$ cat src/rtl/core_test_monitor.sv
// Test-run monitor: counts RUN cycles/instructions, ends the run on ECALL, timeout or stuck PC.
// Termination captures status/result on the deciding edge, done is high the next cycle; no backpressure.
module core_test_monitor #(
    parameter int XLEN        = 32,
    parameter int AWIDTH      = 32,
    parameter int CNT_W       = 32,
    parameter int TO_W        = 16,
    parameter int HANG_CYCLES = 64
) (
    input  logic              clk,
    input  logic              rst,
    input  logic              start,
    input  logic              inst_valid,
    input  logic [XLEN-1:0]   inst,
    input  logic [AWIDTH-1:0] pc,
    input  logic [XLEN-1:0]   result_in,
    input  logic [TO_W-1:0]   timeout_limit,
    output logic              busy,
    output logic              done,
    output logic [1:0]        status,
    output logic [XLEN-1:0]   result,
    output logic [CNT_W-1:0]  cycle_count,
    output logic [CNT_W-1:0]  inst_count
);
    localparam int HW    = $clog2(HANG_CYCLES + 1);
    localparam int CMP_W = (CNT_W > TO_W) ? CNT_W : TO_W;
    localparam logic [XLEN-1:0] ECALL_INST = XLEN'(32'h0000_0073);

    localparam logic [1:0] ST_NONE    = 2'b00;
    localparam logic [1:0] ST_ECALL   = 2'b01;
    localparam logic [1:0] ST_TIMEOUT = 2'b10;
    localparam logic [1:0] ST_HANG    = 2'b11;

    typedef enum logic [1:0] {IDLE, RUN, DONE} state_t;

    state_t            state_q, state_d;
    logic [1:0]        status_q, status_d;
    logic [XLEN-1:0]   result_q, result_d;
    logic [CNT_W-1:0]  cycle_cnt_q, cycle_cnt_d;
    logic [CNT_W-1:0]  inst_cnt_q, inst_cnt_d;
    logic [HW-1:0]     hang_cnt_q, hang_cnt_d;
    logic [AWIDTH-1:0] pc_q, pc_d;

    logic is_ecall;
    logic is_timeout;
    logic pc_same;
    logic is_hang;

    assign is_ecall   = inst_valid && (inst == ECALL_INST);
    // Compare at the wider of the two widths so neither side is truncated.
    assign is_timeout = (timeout_limit != '0) &&
                        (CMP_W'(cycle_cnt_q) == (CMP_W'(timeout_limit) - CMP_W'(1)));
    assign pc_same    = (pc == pc_q);
    assign is_hang    = pc_same && (hang_cnt_q == HW'(HANG_CYCLES - 1));

    always_comb begin
        state_d     = state_q;
        status_d    = status_q;
        result_d    = result_q;
        cycle_cnt_d = cycle_cnt_q;
        inst_cnt_d  = inst_cnt_q;
        hang_cnt_d  = hang_cnt_q;
        pc_d        = pc_q;
        case (state_q)
            IDLE, DONE: begin
                if (start) begin
                    state_d     = RUN;
                    status_d    = ST_NONE;
                    result_d    = '0;
                    cycle_cnt_d = '0;
                    inst_cnt_d  = '0;
                    hang_cnt_d  = '0;
                    pc_d        = pc;
                end
            end
            RUN: begin
                if (cycle_cnt_q != '1) begin
                    cycle_cnt_d = cycle_cnt_q + CNT_W'(1);
                end
                if (inst_valid && (inst_cnt_q != '1)) begin
                    inst_cnt_d = inst_cnt_q + CNT_W'(1);
                end
                if (pc_same) begin
                    hang_cnt_d = hang_cnt_q + HW'(1);
                end else begin
                    hang_cnt_d = '0;
                    pc_d       = pc;
                end
                if (is_ecall) begin
                    state_d  = DONE;
                    status_d = ST_ECALL;
                    result_d = result_in;
                end else if (is_timeout) begin
                    state_d  = DONE;
                    status_d = ST_TIMEOUT;
                    result_d = result_in;
                end else if (is_hang) begin
                    state_d  = DONE;
                    status_d = ST_HANG;
                    result_d = result_in;
                end
            end
            default: state_d = IDLE;
        endcase
    end

    always_ff @(posedge clk) begin
        if (rst) begin
            state_q     <= IDLE;
            status_q    <= ST_NONE;
            result_q    <= '0;
            cycle_cnt_q <= '0;
            inst_cnt_q  <= '0;
            hang_cnt_q  <= '0;
            pc_q        <= '0;
        end else begin
            state_q     <= state_d;
            status_q    <= status_d;
            result_q    <= result_d;
            cycle_cnt_q <= cycle_cnt_d;
            inst_cnt_q  <= inst_cnt_d;
            hang_cnt_q  <= hang_cnt_d;
            pc_q        <= pc_d;
        end
    end

    assign busy        = (state_q == RUN);
    assign done        = (state_q == DONE);
    assign status      = status_q;
    assign result      = result_q;
    assign cycle_count = cycle_cnt_q;
    assign inst_count  = inst_cnt_q;

endmodule

$ cat config.mk
export PLATFORM = sky130hd
export DESIGN_NAME = core_test_monitor
export DESIGN_NICKNAME = d
export VERILOG_FILES = /design/src/rtl/core_test_monitor.sv
export SDC_FILE = /design/constraint.sdc
export NUM_CORES = 1
export LEC_CHECK = 0
export CAP_MARGIN = 0
export CORE_MARGIN = 8
export CORE_UTILIZATION = 48
export CTS_CLUSTER_DIAMETER = 100
export CTS_CLUSTER_SIZE = 30
export DETAILED_ROUTE_END_ITERATION = 8
export PLACE_DENSITY = 0.81
export SLEW_MARGIN = 20
export SYNTH_ARGS = -nofsm -noshare
export SYNTH_HDL_FRONTEND = slang
export SYNTH_SLANG_ARGS = --single-unit
export TNS_END_PERCENT = 50
$ cat constraint.sdc
create_clock -name clk -period 3.8 [get_ports clk]
set_input_delay 0.76 -clock clk [delete_from_list [all_inputs] [get_ports clk]]
set_output_delay 0.76 -clock clk [all_outputs]
set_load 0.1 [all_outputs]
Word-level counts from Yosys, hierarchy flattened

Index checks and enable logic that the tools add are counted.

Word-level logic and storage cells: 63
Register bits after elaboration: 139

Add/sub/neg operators: 4
Equal/unequal tests: 13
Mux-type cells: 25
Reductions and logical operators: 14

Operator list:

| operator              | number |
|---|---|
| $mux 32               | 8 |
| $pmux 32 s2           | 4 |
| $add 32x1->32 const B | 2 |
| $eq 32x32->1          | 2 |
| $ne 32x32->1 const B  | 2 |
| $eq 32x7->1 const B   | 1 |
| $sub 16x1->17 const B | 1 |
| $mux 2                | 8 |
| $reduce_bool 16->1    | 1 |
| $mux 7                | 2 |
| $pmux 7 s2            | 1 |
| $reduce_and 3->1      | 4 |
| $pmux 2 s2            | 2 |
| $add 7x1->7 const B   | 1 |
| $eq 7x6->1 const B    | 1 |
| $logic_and 1x1->1     | 4 |
| $ne 2x1->1 const B    | 2 |
| $ne 2x2->1 const B    | 2 |
| $ne 4x1->1 const B    | 1 |
| $reduce_and 2->1      | 2 |
| $eq 2x1->1 const B    | 1 |
| $eq 2x2->1 const B    | 1 |
| $logic_not 2->1       | 1 |
| $reduce_bool 2->1     | 1 |
| $reduce_or 2->1       | 1 |

Longest topological paths before layout

Gate-level depths: netlist of run 1.

Word-level depth: 6
Gate-level depth with buffers: 10
Mapped depth without buffers: 9

Worst setup path before layout of run 1

OpenSTA, ideal clock, no wires.

Path type: reg-to-reg
Start: register cycle_cnt_q[3] (netlist: cycle_count[3])
End: register cycle_cnt_q[30] (netlist: cycle_count[30])
Path buffers: 2
Data required time: 3.743 ns
Data arrival time: 3.296 ns
Path slack: 0.447 ns
Library setup time: 0.057 ns
Stages on the path, launching flop included: 10
Cells stage by stage: dfxtp_1 -> clkbuf_1 -> and4_1 -> and4_1 -> and4_1 -> or4b_2 -> clkbuf_1 -> or3_1 -> nor3_1 -> a21o_1

Longest elaborated chain between the ends: 3

RTL lines:

| item                                            | line   | RTL |
|---|---|---|
| start, declared                                 | 39     | `logic [CNT_W-1:0] cycle_cnt_q, cycle_cnt_d;` |
| start signal, assigned                          | 120    | `cycle_cnt_q <= cycle_cnt_d;` |
| $add 32x1->32 or $ne 32x32->1 (tied branches)   | 78, 77 |  |
| $mux 32 or $ne 2x1->1 (tied branches)           | -      |  |
| $pmux 32 s2 or $reduce_and 3->1 (tied branches) | -      |  |

Several ways; a longest one is shown, not always the timed one. The select of a mux whose other input is x is not followed.
A chain may end at the register's enable or synchronous reset.

Worst setup path in the final report of run 1

Start: input port timeout_limit[3]
End: register result_q[24] (netlist: result[24])

Longest elaborated chain between the ends: 6

RTL lines:

| item                  | line | RTL |
|---|---|---|
| start, declared       | 17   | `input logic [TO_W-1:0] timeout_limit,` |
| $sub 16x1->17         | 52   | `(CMP_W'(cycle_cnt_q) == (CMP_W'(timeout_limit) - CMP_W'(1)));` |
| $eq 32x32->1          | 52   |  |
| $logic_and 1x1->1 (*) | 51   | `assign is_timeout = (timeout_limit != '0) &&` |
| $mux 32               | 93   | `end else if (is_timeout) begin` |
| $mux 32               | 89   | `if (is_ecall) begin` |
| $pmux 32 s2           | 64   | `case (state_q)` |
| end signal, assigned  | 119  | `result_q <= result_d;` |
| end, declared         | 38   | `logic [XLEN-1:0] result_q, result_d;` |

Mark *: on every way between the ends. The rest lies on a longest branch, timed or not.

==> qor.yml, run 1 <==
synthesis:
  ys_seq_area_share_pct: 38.74
  ys_ff_latch: 139
  synth_nets: 943
  synth_edf_count: 0
  ys_async_sr_fraction_pct: 0
  synth_cell_types: 57
  synth_area_per_cell_sq_um: 8.728
  syn-cell-area_sq_um: 7183
  yosysWarningCount: 0
  synth-main-ff-cell: "dfxtp_1"
  synth_cells: 823
power_and_ir_drop:
  max-vdd-ir-drop_v: 0.0003242
  cellLeakagePower_nw: 3.599
  p_per_area_nw_per_um2: 376.8
  power_mw: 3.856
route:
  initialDrtViolationCount: 291
  first_pass_iters: 4
  vias: 6629
  wl_microns: 19980
  drcViolationCount: 0
  wl_per_cell_microns: 16.00
  vias_per_cell: 5.307
  antenna_left: 0
clocking:
  post_cts_buffers: 0
  htreeDepth: 4
  cts.sinks: 139
  cts_buffers: 17
  cts_resized: 0
  path_clk_slew_ns: 0.06
  clock_latency_ns: 0.42
  cts_tree: "yes"
  clockRootBuffer: "clkbuf_16"
  cts_buffer_depth: 2
  hold_buffers: 0
global_routing:
  grt_pass1_wl_microns: 32960
  antenna_found_initial: 0
  grt_start_max_net_pins: 77
  grt_pass1_vias: 6692
  gr-total-overflow: 0
  track_usage_pct: 20.37
hold_path:
  hp-class: "reg2reg"
placement:
  hpwlAfterDp_microns: 14940
  portBuffers: 215
  place_congestion: 0.9098
  dpl_worst_slack_ns: -0.01636
timing:
  timing.final.crit_share_pct: 89.76
  fin_hold_ws_ns: 0.4659
  postLayoutSetupSlackWorst_ns: 0.3891
  hold_viol: 0
  slew_headroom_pct: 31.73
  finalSetupTns_ns: 0
  fin_crit_ns: 3.411
  worst_slew_pin_slew_ns: 1.021
  rsz0062_at_grt: "false"
  maxClockFrequency_mhz: 293.2
  report.final.slew_viol_count: 0
  finalSetupViolCount: 0
  skew_ns: 0.008966
setup_path:
  crit_fanout: 11
  crit_type: "in2reg"
  cp.required_ns: 4.12
  arrival_ns: 3.73
  crit_path_end_kind: "flop"
  worst_setup_path_start_kind: "input port"
finish:
  antenna_cells: 0
  final_common_cell: "clkdlybuf4s50_1"
  final_util_pct: 70.15
  layout-drive-gt1-share_pct: 10.14
  final_cell_mix: "clkdlybuf4s50_1 (212), dfxtp_1 (139), nor2_1 (109), inv_1 (84), xnor2_1 (75)"
  area_growth_syn_to_layout_pct: 42.47
  nNetsFinal: 1172
die:
  io_pins: 216
  dieWidth_microns: 138.3
  dieHeight_microns: 138.3
  die_area_sq_um: 19140
  rows: 44
  core_area_sq_um: 14590
  start_util_pct: 49.24
job:
  drv_cap: 0
outcome:
  status: "finished, final reports clean"
## power by group
part	switching (mW)	internal [mW]
Combinational	0.427	0.304
Clock	0.655	0.922
Sequential	0.0366	1.51
## metrics by stage
stage / cells / cell area [sq um]
after floorplan: 823 / 7183
after global routing: 1249 / 10230
after global placement: 1217 / 9666
after detailed placement: 1217 / 9666
after CTS: 1249 / 10230
final: 1249 / 10230
## synthesized netlist by cell type (20+ instances only)
master	number	share of area, %
a21oi_1	21	1.5
clkbuf_1	30	1.6
dfxtp_1	139	39
inv_1	84	4.4
mux2i_1	33	4.6
nand2_1	34	1.8
nand3_1	30	2.1
nand4_1	26	2.3
nor2_1	109	5.7
nor3_1	27	1.9
nor4_1	26	2.3
o32ai_2	29	6.6
xnor2_1	75	9.1
xor2_1	20	2.4
## per-layer routing
metal  vias to the layer above  track usage [%]  share of wire, %
met5                         -                0                 0
met4                         0            6.121               1.4
met3                        24            7.603               7.3
met2                       195            34.48                49
met1                      3079            23.38                43
li1                       3331                -                 -
## state kept, by name, indices dropped and copies added (netlist names)
name and cells:
cycle_count 32, inst_count 32, pc_q 32, result 32
hang_cnt_q 7, state_q 2, status 2
## worst max-delay path, stage by stage
cell and delay [ns]:
clkdlybuf4s50_1 0.42, or4_4 0.58, or3_4 0.42, or4_4 0.51, a211oi_4 0.32, o21ai_2 0.09
o22a_4 0.23, buf_12 0.16, o32ai_1 0.24
## worst paths after layout
path,slack [ns],cells past startpoint,endpoint,from
max reg2reg,0.95,7,cycle_count[30],cycle_count[3]
min,0.47,2,result[23],result[23]
min reg2reg,0.47,2,result[23],result[23]
max,0.39,9,result[24],timeout_limit[3]
## layout make-up
type	instances	area, sq um
fill	1141	4355
clock buffer	20	446.7
sequential	139	2783
timing repair buffer	246	2415
tap	184	230.2
clock inverter	12	116.4
inverter	85	319.1
multi-input combinational	563	3924
## cells by family (layout without fill, tap and decap cells)
kind of cell / Yosys count / count (layout) / synth area share (%)
fa+ha+maj: 4 / 4 / 0.6968
buf+inv: 121 / 363 / 6.950
mux: 33 / 33 / 4.599
xor+xnor: 95 / 95 / 11.58
compound gates: 102 / 102 / 13.64
flops: 139 / 139 / 38.74
simple gates: 329 / 329 / 23.79
(Power assumes the default switching activity.)
==> run 2, diff against run 1 <==
--- a/config.mk
+++ b/config.mk
@@ -7,11 +7,12 @@
 export LEC_CHECK = 0
 export CAP_MARGIN = 0
 export CORE_MARGIN = 8
-export CORE_UTILIZATION = 48
+export CORE_UTILIZATION = 45
+export CTS_BUF_LIST = sky130_fd_sc_hd__clkbuf_8 sky130_fd_sc_hd__clkbuf_16
 export CTS_CLUSTER_DIAMETER = 100
 export CTS_CLUSTER_SIZE = 30
 export DETAILED_ROUTE_END_ITERATION = 8
-export PLACE_DENSITY = 0.81
+export PLACE_DENSITY = 0.77
 export SLEW_MARGIN = 20
 export SYNTH_ARGS = -nofsm -noshare
 export SYNTH_HDL_FRONTEND = slang
==> qor.yml, run 2 (synthesized netlist as in run 1, its figures left out) <==
route:
  wl_per_cell_microns: 15.35  # was 16.00 microns
  drcViolationCount: 0  # unchanged
  vias: 6602  # was 6629
  vias_per_cell: 5.162  # was 5.307
  first_pass_iters: 6  # was 4
  initialDrtViolationCount: 242  # was 291
  wl_microns: 19640  # was 19980 microns
  antenna_left: 0  # unchanged
finish:
  nNetsFinal: 1170  # was 1172
  final_cells: 1279  # was 1249
  layout-drive-gt1-share_pct: 10.07  # was 10.14%
  finalInstanceArea_sq_um: 10260  # was 10230 sq um
  antenna_cells: 0  # unchanged
  final_common_cell: "clkdlybuf4s50_1"  # unchanged
  final_cell_mix: "clkdlybuf4s50_1 (213), dfxtp_1 (139), nor2_1 (109), inv_1 (84), xnor2_1 (75)"  # was clkdlybuf4s50_1 (212), dfxtp_1 (139), nor2_1 (109), inv_1 (84), xnor2_1 (75)
  area_growth_syn_to_layout_pct: 42.87  # was 42.47%
setup_path:
  cp.required_ns: 4.06  # was 4.12 ns
  crit_path_end_kind: "flop"  # unchanged
  rr_worst_depth: 7  # unchanged
  path_common_cell: "or4_4"  # unchanged
  crit_family: "simple AND/OR/NAND/NOR gates"  # unchanged
  max_stage_delay_ns: 0.56  # was 0.58 ns
  worst_setup_path_start_kind: "input port"  # unchanged
  crit_slowest_cell: "or4_4"  # unchanged
  worst-path-buf-inv: 2  # unchanged
  crit_type: "in2reg"  # unchanged
  crit_fanout: 10  # was 11
  arrival_ns: 3.61  # was 3.73 ns
  crit_path_cell_trace: "clkdlybuf4s50_1 -> or4_4 -> or3_4 -> or4_4 -> a211oi_4 -> o21ai_2 -> o221ai_4 -> buf_4 -> o32ai_2"  # was clkdlybuf4s50_1 -> or4_4 -> or3_4 -> or4_4 -> a211oi_4 -> o21ai_2 -> o22a_4 -> buf_12 -> o32ai_1
  crit_cells: 9  # unchanged
die:
  dieWidth_microns: 142.3  # was 138.3 microns
  die_area_sq_um: 20260  # was 19140 sq um
  start_util_pct: 45.55  # was 49.24%
  core_area_sq_um: 15770  # was 14590 sq um
  rows: 46  # was 44
  io_pins: 216  # unchanged
  dieHeight_microns: 142.3  # was 138.3 microns
power_and_ir_drop:
  p_per_area_nw_per_um2: 378.0  # was 376.8 nW/um^2
  seq_power_share_pct: 39.9  # was 40.2%
  switchingPower_mw: 1.105  # was 1.118 mW
  power_mw: 3.879  # was 3.856 mW
  cellLeakagePower_nw: 3.590  # was 3.599 nW
  p_sw_share_pct: 28.49  # was 28.99%
  max-vdd-ir-drop_v: 0.0003375  # was 0.0003242 V
  p_int_mw: 2.774  # was 2.738 mW
  clockPowerShare_pct: 41.5  # was 40.9%
  comb_power_share_pct: 18.6  # was 18.9%
global_routing:
  grt_start_max_net_pins: 77  # unchanged
  grt_pass1_vias: 6268  # was 6692
  gr-total-overflow: 0  # unchanged
  grt_pass1_wl_microns: 31120  # was 32960 microns
  track_usage_pct: 18.89  # was 20.37%
  antenna_found_initial: 0  # unchanged
clocking:
  clockRootBuffer: "clkbuf_16"  # unchanged
  htreeDepth: 4  # unchanged
  cts_tree: "yes"  # unchanged
  post_cts_buffers: 0  # unchanged
  cts_resized: 0  # unchanged
  cts_buffers: 17  # unchanged
  cts_buffer_depth: 2  # unchanged
  clock_latency_ns: 0.41  # was 0.42 ns
  path_clk_slew_ns: 0.06  # about the same
  hold_buffers: 0  # unchanged
  cts.sinks: 139  # unchanged
placement:
  place_congestion: 0.8981  # was 0.9098
  dp_cells: 1247  # was 1217
  portBuffers: 215  # unchanged
  hpwlAfterDp_microns: 14870  # was 14940 microns
  dpl-instance-area_sq_um: 9686  # was 9666 sq um
  dpl_worst_slack_ns: 0.03663  # was -0.01636 ns
timing:
  maxClockFrequency_mhz: 298.3  # was 293.2 MHz
  slew_headroom_pct: 28.27  # was 31.73%
  hold_viol: 0  # unchanged
  rsz0062_at_grt: "false"  # unchanged
  timing.final.crit_share_pct: 88.23  # was 89.76%
  fin_crit_ns: 3.353  # was 3.411 ns
  postLayoutSetupSlackWorst_ns: 0.4472  # was 0.3891 ns
  worst_slew_pin_slew_ns: 1.073  # was 1.021 ns
  report.final.slew_viol_count: 0  # unchanged
  skew_ns: 0.007580  # was 0.008966 ns
  finalSetupViolCount: 0  # unchanged
  finalSetupTns_ns: 0  # unchanged
hold_path:
  hp-class: "reg2reg"  # unchanged
  whs_path_depth: 2  # unchanged
job:
  drv_cap: 0  # unchanged
outcome:
  status: "finished, final reports clean"  # unchanged
run 2: tightest hold or removal path, cell delays in order (launching register included):
cell     delay [ns]
dfxtp_1        0.31
inv_1          0.05
o32ai_1        0.05
run 2: layout make-up:
| class | instances | area (sq um) |
|---|---|---|
| inverter | 85 | 319.1 |
| timing repair buffer | 244 | 2390 |
| tap | 216 | 270.3 |
| fill | 1353 | 5508 |
| clock inverter | 15 | 151.4 |
| sequential | 139 | 2783 |
| multi-input combinational | 563 | 3924 |
| clock buffer | 17 | 425.4 |
run 2: power groups by stage:
stage               logic, mW  registers (mW)  clock network [mW]
global route            0.766            1.55                1.71
CTS                     0.728            1.55                1.64
finish                  0.722            1.55                1.61
global placement        0.717            1.58                   0
floorplan               0.299            1.74                   0
detailed placement      0.726            1.58                   0
run 2: path summary, 6_finish.rpt:
kind | slack, ns | start | end
min reg2reg | 0.46 | result[23] | result[23]
max reg2reg | 0.97 | cycle_count[3] | cycle_count[30]
min | 0.46 | result[23] | result[23]
max | 0.45 | timeout_limit[3] | result[17]
run 2: metrics by stage:
step           hold slack (ns)  util, %
3_5_place_dp            0.4488    61.42
6_report                0.4594    65.07
5_1_grt                 0.4846    65.07
4_1_cts                 0.4616    65.07
2_1_floorplan           0.4624        -
3_3_place_gp            0.4489    61.39
run 2: metal layers:
layer / vias up / share of wire, % / track usage (%)
met3: 12 / 7.9 / 7.011
met5: - / 0 / 0
met4: 0 / 0.74 / 5.034
met2: 186 / 48 / 31.03
met1: 3073 / 43 / 22.78
li1: 3331 / - / -
==> run 3, diff against run 2 <==
--- a/config.mk
+++ b/config.mk
@@ -7,12 +7,12 @@
 export LEC_CHECK = 0
 export CAP_MARGIN = 0
 export CORE_MARGIN = 8
-export CORE_UTILIZATION = 45
+export CORE_UTILIZATION = 48
 export CTS_BUF_LIST = sky130_fd_sc_hd__clkbuf_8 sky130_fd_sc_hd__clkbuf_16
 export CTS_CLUSTER_DIAMETER = 100
 export CTS_CLUSTER_SIZE = 30
 export DETAILED_ROUTE_END_ITERATION = 8
-export PLACE_DENSITY = 0.77
+export PLACE_DENSITY = 0.81
 export SLEW_MARGIN = 20
 export SYNTH_ARGS = -nofsm -noshare
 export SYNTH_HDL_FRONTEND = slang
==> qor.yml, run 3 (synthesized netlist as in run 1, its figures left out) <==
clocking:
  cts_tree: "yes"  # unchanged
  clockRootBuffer: "clkbuf_16"  # unchanged
  path_clk_slew_ns: 0.06  # about the same
  cts.sinks: 139  # unchanged
  clock_latency_ns: 0.42  # was 0.41 ns
  cts_resized: 0  # unchanged
  hold_buffers: 0  # unchanged
  post_cts_buffers: 0  # unchanged
  cts_buffers: 17  # unchanged
  htreeDepth: 4  # unchanged
  cts_buffer_depth: 2  # unchanged
route:
  vias_per_cell: 5.303  # was 5.162
  vias: 6623  # was 6602
  drcViolationCount: 0  # unchanged
  first_pass_iters: 4  # was 6
  antenna_left: 0  # unchanged
  wl_per_cell_microns: 15.98  # was 15.35 microns
  wl_microns: 19960  # was 19640 microns
  initialDrtViolationCount: 285  # was 242
setup_path:
  crit_type: "in2reg"  # unchanged
  rr_worst_depth: 7  # unchanged
  r2r_slack_ns: 0.95  # was 0.97 ns
  arrival_ns: 3.73  # was 3.61 ns
  timing.rr.start: "cycle_count[3]"  # unchanged
  worst_setup_path_start_kind: "input port"  # unchanged
  max_stage_delay_ns: 0.58  # was 0.56 ns
  crit_start: "timeout_limit[3]"  # unchanged
  critPathCapture: "result[24]"  # was result[17]
  rr_endpoint: "cycle_count[30]"  # unchanged
  crit_slowest_cell: "or4_4"  # unchanged
  path_common_cell: "or4_4"  # unchanged
  crit_fanout: 11  # was 10
  crit_path_cell_trace: "clkdlybuf4s50_1 -> or4_4 -> or3_4 -> or4_4 -> a211oi_4 -> o21ai_2 -> o22a_4 -> buf_12 -> o32ai_1"  # was clkdlybuf4s50_1 -> or4_4 -> or3_4 -> or4_4 -> a211oi_4 -> o21ai_2 -> o221ai_4 -> buf_4 -> o32ai_2
  cp.required_ns: 4.12  # was 4.06 ns
  crit_path_end_kind: "flop"  # unchanged
finish:
  final_cell_mix: "clkdlybuf4s50_1 (212), dfxtp_1 (139), nor2_1 (109), inv_1 (86), xnor2_1 (75)"  # was clkdlybuf4s50_1 (213), dfxtp_1 (139), nor2_1 (109), inv_1 (84), xnor2_1 (75)
  final_common_cell: "clkdlybuf4s50_1"  # unchanged
  nNetsFinal: 1172  # was 1170
  antenna_cells: 0  # unchanged
  layout-drive-gt1-share_pct: 10.14  # was 10.07%
  area_growth_syn_to_layout_pct: 42.47  # was 42.87%
timing:
  finalSetupViolCount: 0  # unchanged
  maxClockFrequency_mhz: 293.3  # was 298.3 MHz
  worst_slew_pin_slew_ns: 1.021  # was 1.073 ns
  postLayoutSetupSlackWorst_ns: 0.3900  # was 0.4472 ns
  fin_crit_ns: 3.410  # was 3.353 ns
  slew_headroom_pct: 31.73  # was 28.27%
  rsz0062_at_grt: "false"  # unchanged
  timing.final.crit_share_pct: 89.74  # was 88.23%
  skew_ns: 0.008601  # was 0.007580 ns
  hold_viol: 0  # unchanged
  report.final.slew_viol_count: 0  # unchanged
hold_path:
  hp-class: "reg2reg"  # unchanged
placement:
  hpwlAfterDp_microns: 14940  # was 14870 microns
  portBuffers: 215  # unchanged
  place_congestion: 0.9098  # was 0.8981
  dpl_worst_slack_ns: -0.01636  # was 0.03663 ns
power_and_ir_drop:
  switchingPower_mw: 1.115  # was 1.105 mW
  max-vdd-ir-drop_v: 0.0003242  # was 0.0003375 V
  seq_power_share_pct: 40.2  # was 39.9%
  cellLeakagePower_nw: 3.607  # was 3.590 nW
  p_sw_share_pct: 28.98  # was 28.49%
  p_per_area_nw_per_um2: 376.0  # was 378.0 nW/um^2
  comb_power_share_pct: 19.0  # was 18.6%
  clockPowerShare_pct: 40.8  # was 41.5%
  power_mw: 3.848  # was 3.879 mW
  p_int_mw: 2.733  # was 2.774 mW
die:
  core_area_sq_um: 14590  # was 15770 sq um
  dieWidth_microns: 138.3  # was 142.3 microns
  dieHeight_microns: 138.3  # was 142.3 microns
  die_area_sq_um: 19140  # was 20260 sq um
  io_pins: 216  # unchanged
  start_util_pct: 49.24  # was 45.55%
  rows: 44  # was 46
global_routing:
  antenna_found_initial: 0  # unchanged
  grt_pass1_wl_microns: 32960  # was 31120 microns
  gr-total-overflow: 0  # unchanged
  track_usage_pct: 20.37  # was 18.89%
  grt_start_max_net_pins: 77  # unchanged
  grt_pass1_vias: 6692  # was 6268
job:
  drv_cap: 0  # unchanged
outcome:
  status: "finished, final reports clean"  # unchanged
==> run 3: cell count changes in the layout (fill, tap and decap cells not counted) <==
cell	change
clkinv_2	-3
buf_4	+2
inv_1	+2
buf_12	+1
bufinv_16	-1
clkbuf_8	+1
clkdlybuf4s50_1	-1
clkinv_4	+1
clkinvlp_4	-1
inv_6	+1
==> run 3: how the worst min path moves through the flow <==
stage / start / to / slack (ns) / depth (start not counted)
6_report: result[16] / result[16] / 0.47 / 2
4_1_cts: result[23] / result[23] / 0.46 / 2
3_5_place_dp: result[23] / result[23] / 0.45 / 2
2_1_floorplan: hang_cnt_q[2] / hang_cnt_q[2] / 0.46 / 2
5_1_grt: result[14] / result[14] / 0.48 / 2
3_3_place_gp: result[23] / result[23] / 0.44 / 2
==> run 3: power by group through the flow <==
| stage | clock [mW] | sequential (mW) | combinational, mW |
|---|---|---|---|
| 5_1_grt | 1.67 | 1.55 | 0.775 |
| 4_1_cts | 1.60 | 1.55 | 0.735 |
| 2_1_floorplan | 0 | 1.74 | 0.299 |
| 3_3_place_gp | 0 | 1.58 | 0.724 |
| 6_report | 1.57 | 1.55 | 0.731 |
| 3_5_place_dp | 0 | 1.58 | 0.732 |
==> run 3: metrics by stage <==
step | utilization (%) | instances | area (sq um) | hold WS (ns) | setup TNS (ns)
floorplan | - | 823 | 7183 | 0.4624 | 0
global placement | 66.25 | 1217 | 9666 | 0.4417 | 0
detailed placement | 66.25 | 1217 | 9666 | 0.4509 | -0.1256
CTS | 70.11 | 1249 | 10230 | 0.4643 | 0
global route | 70.15 | 1249 | 10230 | 0.4825 | 0
finish | 70.15 | 1249 | 10230 | 0.4672 | 0
==> run 3: cell type report <==
class | count | area (sq um)
fillers | 1141 | 4355
multi-input cells | 563 | 3924
flip-flops and latches | 139 | 2783
repair buffers | 246 | 2415
clock buffers | 18 | 439.2
inverters | 85 | 319.1
well taps | 184 | 230.2
clock inverters | 14 | 123.9
==> run 3: critical path, delay by kind of cell <==
family,cells,cell delay [ns]
AO/OA/AOI/OAI,4,0.88
buffers and inverters,2,0.58
AND/OR/NAND/NOR,3,1.51
==> run 3: routing by layer <==
| metal | vias to the layer above | global-route usage [%] | routed length, microns |
|---|---|---|---|
| met3 | 24 | 7.603 | 1412 |
| met4 | 0 | 6.121 | 272 |
| met2 | 191 | 34.48 | 9732 |
| li1 | 3334 | - | - |
| met1 | 3074 | 23.38 | 8546 |
| met5 | - | 0 | 0 |
